## src/rtl/fb_seq_pkg.sv

```systemverilog
// Shared types and constants for the loop feedback step sequencer.
package fb_seq_pkg;

  // Reset value of the active and shadow gain select.
  localparam logic [31:0] DEFAULT_GAIN = 32'd5;

  // Sequencer states, in the order they are visited.
  typedef enum logic [2:0] {
    IDLE  = 3'd0,
    WAIT  = 3'd1,
    TRIG  = 3'd2,
    GAP   = 3'd3,
    DLY   = 3'd4,
    APPLY = 3'd5
  } seq_state_t;

  // One complete step-generator configuration.
  typedef struct packed {
    logic        [31:0] gain_sel;
    logic        [31:0] fb_ON;
    logic signed [31:0] const_step;
  } fb_cfg_t;

  // Configuration loaded at reset: given gain, feedback off, zero step.
  function automatic fb_cfg_t cfg_reset(input logic [31:0] gain);
    fb_cfg_t c;
    c.gain_sel   = gain;
    c.fb_ON      = '0;
    c.const_step = '0;
    return c;
  endfunction

endpackage

```

## src/rtl/fb_cfg_shadow.sv

```systemverilog
// Double-buffered configuration bank: writes land in a shadow copy and only
// reach the active outputs when the sequencer raises commit at a safe point.
module fb_cfg_shadow
  import fb_seq_pkg::*;
#(
  parameter logic [31:0] RST_GAIN = DEFAULT_GAIN
) (
  input  logic    clk,
  input  logic    rst,
  input  logic    wr,
  input  fb_cfg_t wr_cfg,
  input  logic    commit,
  output fb_cfg_t active,
  output logic    pend
);

  fb_cfg_t shadow;

  // Shadow capture: the most recent write always wins.
  always_ff @(posedge clk) begin
    if (rst) begin
      shadow <= cfg_reset(RST_GAIN);
    end else if (wr) begin
      shadow <= wr_cfg;
    end
  end

  // Active bank takes the shadow value present before any same-cycle write.
  always_ff @(posedge clk) begin
    if (rst) begin
      active <= cfg_reset(RST_GAIN);
    end else if (commit) begin
      active <= shadow;
    end
  end

  // Pending flag: a write sets it (even alongside a commit), a commit alone clears it.
  always_ff @(posedge clk) begin
    if (rst) begin
      pend <= 1'b0;
    end else if (wr) begin
      pend <= 1'b1;
    end else if (commit) begin
      pend <= 1'b0;
    end
  end

endmodule

```

## src/rtl/fb_step_sequencer.sv

```systemverilog
// Turns each modulation boundary pulse into an accumulate trigger followed by
// an output trigger a fixed gap later, and commits staged configuration only
// once the pair has completed.
module fb_step_sequencer #(
  parameter int unsigned CNT_W        = 16,
  parameter int unsigned DLY_GAP      = 2,
  parameter logic [31:0] DEFAULT_GAIN = fb_seq_pkg::DEFAULT_GAIN
) (
  input  logic                i_clk,
  input  logic                i_rst,
  input  logic                i_en,
  input  logic                i_mod_sync,
  input  logic [CNT_W-1:0]    i_settle,
  input  logic                i_cfg_wr,
  input  logic [31:0]         i_gain_sel,
  input  logic [31:0]         i_fb_ON,
  input  logic signed [31:0]  i_const_step,
  input  logic                i_clr_ovr,
  output logic                o_trig,
  output logic                o_trig_dly,
  output logic [31:0]         o_gain_sel,
  output logic [31:0]         o_fb_ON,
  output logic signed [31:0]  o_const_step,
  output logic                o_cfg_pend,
  output logic                o_overrun,
  output logic [31:0]         o_cycle_cnt
);

  import fb_seq_pkg::*;

  // GAP is entered one cycle after TRIG and left one cycle before DLY, so it
  // has to burn DLY_GAP-2 extra cycles before moving on.
  localparam logic [3:0] GAP_LOAD = (DLY_GAP > 1) ? 4'(DLY_GAP - 2) : 4'd0;

  seq_state_t       state;
  seq_state_t       next_state;
  logic [CNT_W-1:0] settle_cnt;
  logic [3:0]       gap_cnt;
  logic             trig;
  logic             trig_dly;
  logic             overrun;
  logic [31:0]      cycle_cnt;
  logic             commit;
  logic             cfg_pend;
  fb_cfg_t          wr_cfg;
  fb_cfg_t          active_cfg;

  // Next-state logic; enable only matters before the accumulate trigger fires.
  always_comb begin
    next_state = state;
    unique case (state)
      IDLE: begin
        if (i_mod_sync && i_en) next_state = WAIT;
      end
      WAIT: begin
        if (!i_en)                next_state = IDLE;
        else if (settle_cnt == '0) next_state = TRIG;
      end
      TRIG: begin
        next_state = (DLY_GAP == 1) ? DLY : GAP;
      end
      GAP: begin
        if (gap_cnt == 4'd0) next_state = DLY;
      end
      DLY: begin
        next_state = APPLY;
      end
      APPLY: begin
        next_state = IDLE;
      end
      default: begin
        next_state = IDLE;
      end
    endcase
  end

  // State register with trigger pulses registered from the state being entered.
  always_ff @(posedge i_clk) begin
    if (i_rst) begin
      state    <= IDLE;
      trig     <= 1'b0;
      trig_dly <= 1'b0;
    end else begin
      state    <= next_state;
      trig     <= (next_state == TRIG);
      trig_dly <= (next_state == DLY);
    end
  end

  // Settle counter: loaded on the accepted sync, counts down while waiting.
  always_ff @(posedge i_clk) begin
    if (i_rst) begin
      settle_cnt <= '0;
    end else if (state == IDLE && next_state == WAIT) begin
      settle_cnt <= i_settle;
    end else if (state == WAIT && settle_cnt != '0) begin
      settle_cnt <= settle_cnt - CNT_W'(1);
    end
  end

  // Gap counter: loaded in TRIG, counts down in GAP.
  always_ff @(posedge i_clk) begin
    if (i_rst) begin
      gap_cnt <= 4'd0;
    end else if (state == TRIG) begin
      gap_cnt <= GAP_LOAD;
    end else if (state == GAP && gap_cnt != 4'd0) begin
      gap_cnt <= gap_cnt - 4'd1;
    end
  end

  // Completed-pair counter, advanced together with the output trigger.
  always_ff @(posedge i_clk) begin
    if (i_rst) begin
      cycle_cnt <= 32'd0;
    end else if (next_state == DLY) begin
      cycle_cnt <= cycle_cnt + 32'd1;
    end
  end

  // Sticky overrun: a sync that cannot be accepted sets it, and beats a clear.
  always_ff @(posedge i_clk) begin
    if (i_rst) begin
      overrun <= 1'b0;
    end else if (i_mod_sync && state != IDLE) begin
      overrun <= 1'b1;
    end else if (i_clr_ovr) begin
      overrun <= 1'b0;
    end
  end

  // Commit on entry to APPLY so the new values never appear between the
  // triggers, or right away when the sequencer is idle and disabled.
  assign commit = cfg_pend && ((state == IDLE && !i_en) || next_state == APPLY);

  assign wr_cfg = '{gain_sel: i_gain_sel, fb_ON: i_fb_ON, const_step: i_const_step};

  fb_cfg_shadow #(
    .RST_GAIN (DEFAULT_GAIN)
  ) u_cfg (
    .clk    (i_clk),
    .rst    (i_rst),
    .wr     (i_cfg_wr),
    .wr_cfg (wr_cfg),
    .commit (commit),
    .active (active_cfg),
    .pend   (cfg_pend)
  );

  assign o_trig       = trig;
  assign o_trig_dly   = trig_dly;
  assign o_gain_sel   = active_cfg.gain_sel;
  assign o_fb_ON      = active_cfg.fb_ON;
  assign o_const_step = active_cfg.const_step;
  assign o_cfg_pend   = cfg_pend;
  assign o_overrun    = overrun;
  assign o_cycle_cnt  = cycle_cnt;

endmodule
```

## config.mk

```make
export PLATFORM = sky130hd
export DESIGN_NAME = fb_step_sequencer
export DESIGN_NICKNAME = d
export VERILOG_FILES = /design/src/rtl/fb_seq_pkg.sv /design/src/rtl/fb_cfg_shadow.sv /design/src/rtl/fb_step_sequencer.sv
export SDC_FILE = /design/constraint.sdc
export NUM_CORES = 1
export LEC_CHECK = 0
export ABC_AREA = 1
export BUFFER_PORTS_ARGS = -buffer_cell sky130_fd_sc_hd__buf_4
export CORE_ASPECT_RATIO = 1.75
export CORE_MARGIN = 4
export CORE_UTILIZATION = 35
export DETAILED_ROUTE_END_ITERATION = 10
export SYNTH_ARGS = -nofsm -noshare
export SYNTH_HDL_FRONTEND = slang
export SYNTH_SLANG_ARGS = --single-unit
```

## constraint.sdc

```tcl
create_clock -name i_clk -period 1.5 [get_ports i_clk]
set_clock_uncertainty 0.05 [all_clocks]
set_input_delay 0.075 -clock i_clk [delete_from_list [all_inputs] [get_ports i_clk]]
set_output_delay 0.075 -clock i_clk [all_outputs]
set_load 0.01 [all_outputs]
```

==> summary.txt <==
Status
  – Status: finished, violations left
  – Failing checks: setup timing

Critical path
  – CP Class: reg2reg
  – R2R Path End: u_cfg.active[78]
  – Worst reg2reg setup slack: -160 ps
  – Kind of start point of the critical path: register
  – Crit end category: register
  – Reg-to-reg startpoint: state[1]
  – CP arrival: 2080 ps
  – Crit path required time: 1920 ps
  – CP peak stage delay: 370 ps
  – CP max-delay cell: dfxtp_4
  – Sequence of cells on the critical path: nor2_4, nand2_2, o21a_1, nor2_4, buf_12, buf_12, clkbuf_16, o21ai_0, nor2_1
  – R2R depth: 9
  – Crit Path Max Fanout: 10

Drt
  – WL/cell: 15.6 um
  – Vias: 10900
  – Final wirelength: 35500 um
  – Post-DRT Antenna Nets: 0
  – Residual DRC: 0
  – Total iterations of the first detailed-routing run: 5
  – Via/cell ratio: 4.82
  – DRT iter0 DRCs: 511

Die
  – Site Rows: 81
  – Die Span X: 136 um
  – Starting Density: 0.357
  – Core area: 28200 um^2
  – Top-level I/O count: 250
  – Die H: 232 um
  – Die ar.: 31600 um^2

Synth
  – Sequential area share after synthesis: 0.499
  – Number of flops mapped to enable cells by yosys: 0
  – Cells after Synth: 1411
  – Share of synthesized flip-flops with an asynchronous set or reset: 0
  – Synth unique cells: 31
  – Syn avg cell area: 7.13 um^2
  – Post-Syn Nets: 1532
  – Share of the synthesized area in the top cell type: 0.499
  – Commonest cells post-synth: nor2_1 (472), dfxtp_1 (251), nand2_1 (198), o21ai_0 (190), inv_1 (59)
  – Most common cell in the synthesized netlist: nor2_1
  – Warnings from Yosys: 0
  – Top cells by area, synth: dfxtp_1 (50%), nor2_1 (18%), o21ai_0 (9.5%)
  – Ys flop type: dfxtp_1
  – Mapped Area: 10100 um^2
  – Seq cells post-synth: 251
  – Yosys top cell by area: dfxtp_1

GRT
  – Total track usage: 0.209
  – Vias in the first global route: 10600
  – Remaining Overflow, GRT: 0
  – Largest net degree at the start of global routing: 97
  – First-pass GRT wire length: 53600 um
  – Initial antenna violation count: 3

Place
  – # port buffers: 249
  – Post-DP HPWL: 21800 um
  – Placer Congestion: 0.888

STA
  – Period Utilization, post-route: 1.11
  – Peak Freq: 0.601 GHz
  – Fin Hold WS: 98.2 ps
  – Slew @ Worst Pin: 694 ps
  – Final Hold Violating Endpoints: 0
  – Final Slew Violations: 0
  – RSZ-0062 raised after global routing: true
  – Slew HR: 0.537
  – Final setup vio count: 111
  – Min Tclk post-route: 1660 ps
  – Final worst slack: -164 ps
  – Setup TNS: -13540 ps

Clock network
  – Clock Latency Late Sink: 540 ps
  – Root buffer cell: clkbuf_16
  – TritonCTS buffer count: 25
  – CTS tree: yes
  – Clock buffer depth: 3
  – Clock Sinks: 251
  – H-tree levels: 1
  – Worst-path clk slew: 70 ps

Layout
  – Layout cells sized above 1: 0.334
  – Area growth, synth to finish: 63.0%
  – Final net count: 1997

Min path
  – Hold path endpoint: u_cfg.shadow[64]
  – Hold path start: i_cfg_wr
  – Worst Hold Class: in2reg
  – Hold path depth: 4

Job
  – Max-Cap Viols: 0

Pwr
  – Static power due to leakage: 7.39 nW
  – Power density over cell area: 1030 nW/um^2
  – Max IR drop VDD: 0.00102 V
[critical path, delay by kind of cell (launching register included)]
kind,cells,cell delay [ps]
compound gates,2,280
simple gates,4,410
flops,1,370
buf+inv,3,490
[sequential cells by signal, summed over array words and instances, names as in the netlist]
register	flops
u_cfg.active	96
u_cfg.shadow	96
o_cycle_cnt	32
settle_cnt	16
gap_cnt	4
state	3
o_overrun	1
o_trig	1
o_trig_dly	1
u_cfg.pend	1
[metal layers]
| metal | track usage | vias up | part of all wire |
|---|---|---|---|
| li1 | - | 5450 | - |
| met1 | 0.225 | 5128 | 0.38 |
| met2 | 0.398 | 273 | 0.54 |
| met3 | 0.0347 | 85 | 0.048 |
| met4 | 0.0813 | 0 | 0.037 |
| met5 | 0 | - | 0 |
[how the worst max path moves through the flow]
| stage | from | endpoint |
|---|---|---|
| floorplan | o_cycle_cnt[0] | o_cycle_cnt[24] |
| CTS | state[1] | u_cfg.active[24] |
| detailed placement | state[1] | u_cfg.active[58] |
| global placement | o_cycle_cnt[5] | o_cycle_cnt[31] |
| global route | state[1] | u_cfg.active[68] |
| finish | state[1] | u_cfg.active[78] |
[cell usage in the layout (no fill, tap or decap), types with 6 or more instances in the layout]
master           n
a21oi_1         33
buf_12          15
buf_16           9
buf_4          349
buf_6           12
clkbuf_16       31
dfxtp_1        231
dfxtp_2         14
dfxtp_4          6
dlygate4sd3_1  118
inv_1           51
nand2_1        182
nand2_2         14
nand2_4          6
nand3_1         41
nand3_2          8
nand3b_1        11
nand4_1          9
nor2_1         372
nor2_2          79
nor2_4          26
o21ai_0        150
o21ai_1         38
o21ai_2         17
[through the flow]
stage / cell area [um^2] / setup slack (ps) / instances / total power, W / util
after floorplan: 10100 / -5.31 / 1411 / 0.00861 / -
final: 16400 / -164 / 2270 / 0.0168 / 0.582
after global routing: 16400 / -248 / 2270 / 0.0176 / 0.582
after CTS: 15700 / -129 / 2255 / 0.0168 / 0.557
after detailed placement: 13100 / -178 / 2076 / 0.00970 / 0.464
after global placement: 13100 / -165 / 2076 / 0.00967 / 0.464
[cell families after synthesis]
kind of cell | Yosys count | synth area share
AO/OA/AOI/OAI | 251 | 0.127
XOR/XNOR | 9 | 0.00783
adder cells (fa/ha/maj) | 3 | 0.00373
buffers and inverters | 138 | 0.0602
flip-flops | 251 | 0.499
AND/OR/NAND/NOR | 759 | 0.302
[where the power goes]
group          internal [W]  switching [W]  leakage, nW
Combinational       0.00147        0.00149         4.90
Clock               0.00385        0.00272        0.414
Sequential          0.00706       0.000261         2.07
[final cells by class]
cell class                 count  area, um^2
antenna                        3        7.51
fill                        2566       11800
sequential                   251        5060
clock inverter                10         141
inverter                      62         272
clock buffer                  35         713
tap                          373         467
timing repair inverter         1        7.51
multi-input combinational   1025        5080
timing repair buffer         510        4650
[timing repair]
action                     in CTS  in global routing
buffers inserted                7                  3
hold buffers                  118                  0
setup endpoints to repair     138                141
resized for setup             124                179
gates cloned                    9                  9
pin swaps                      13                 28
hold endpoints to repair      129                  0
No activity file was read; power rests on OpenSTA's default activity.
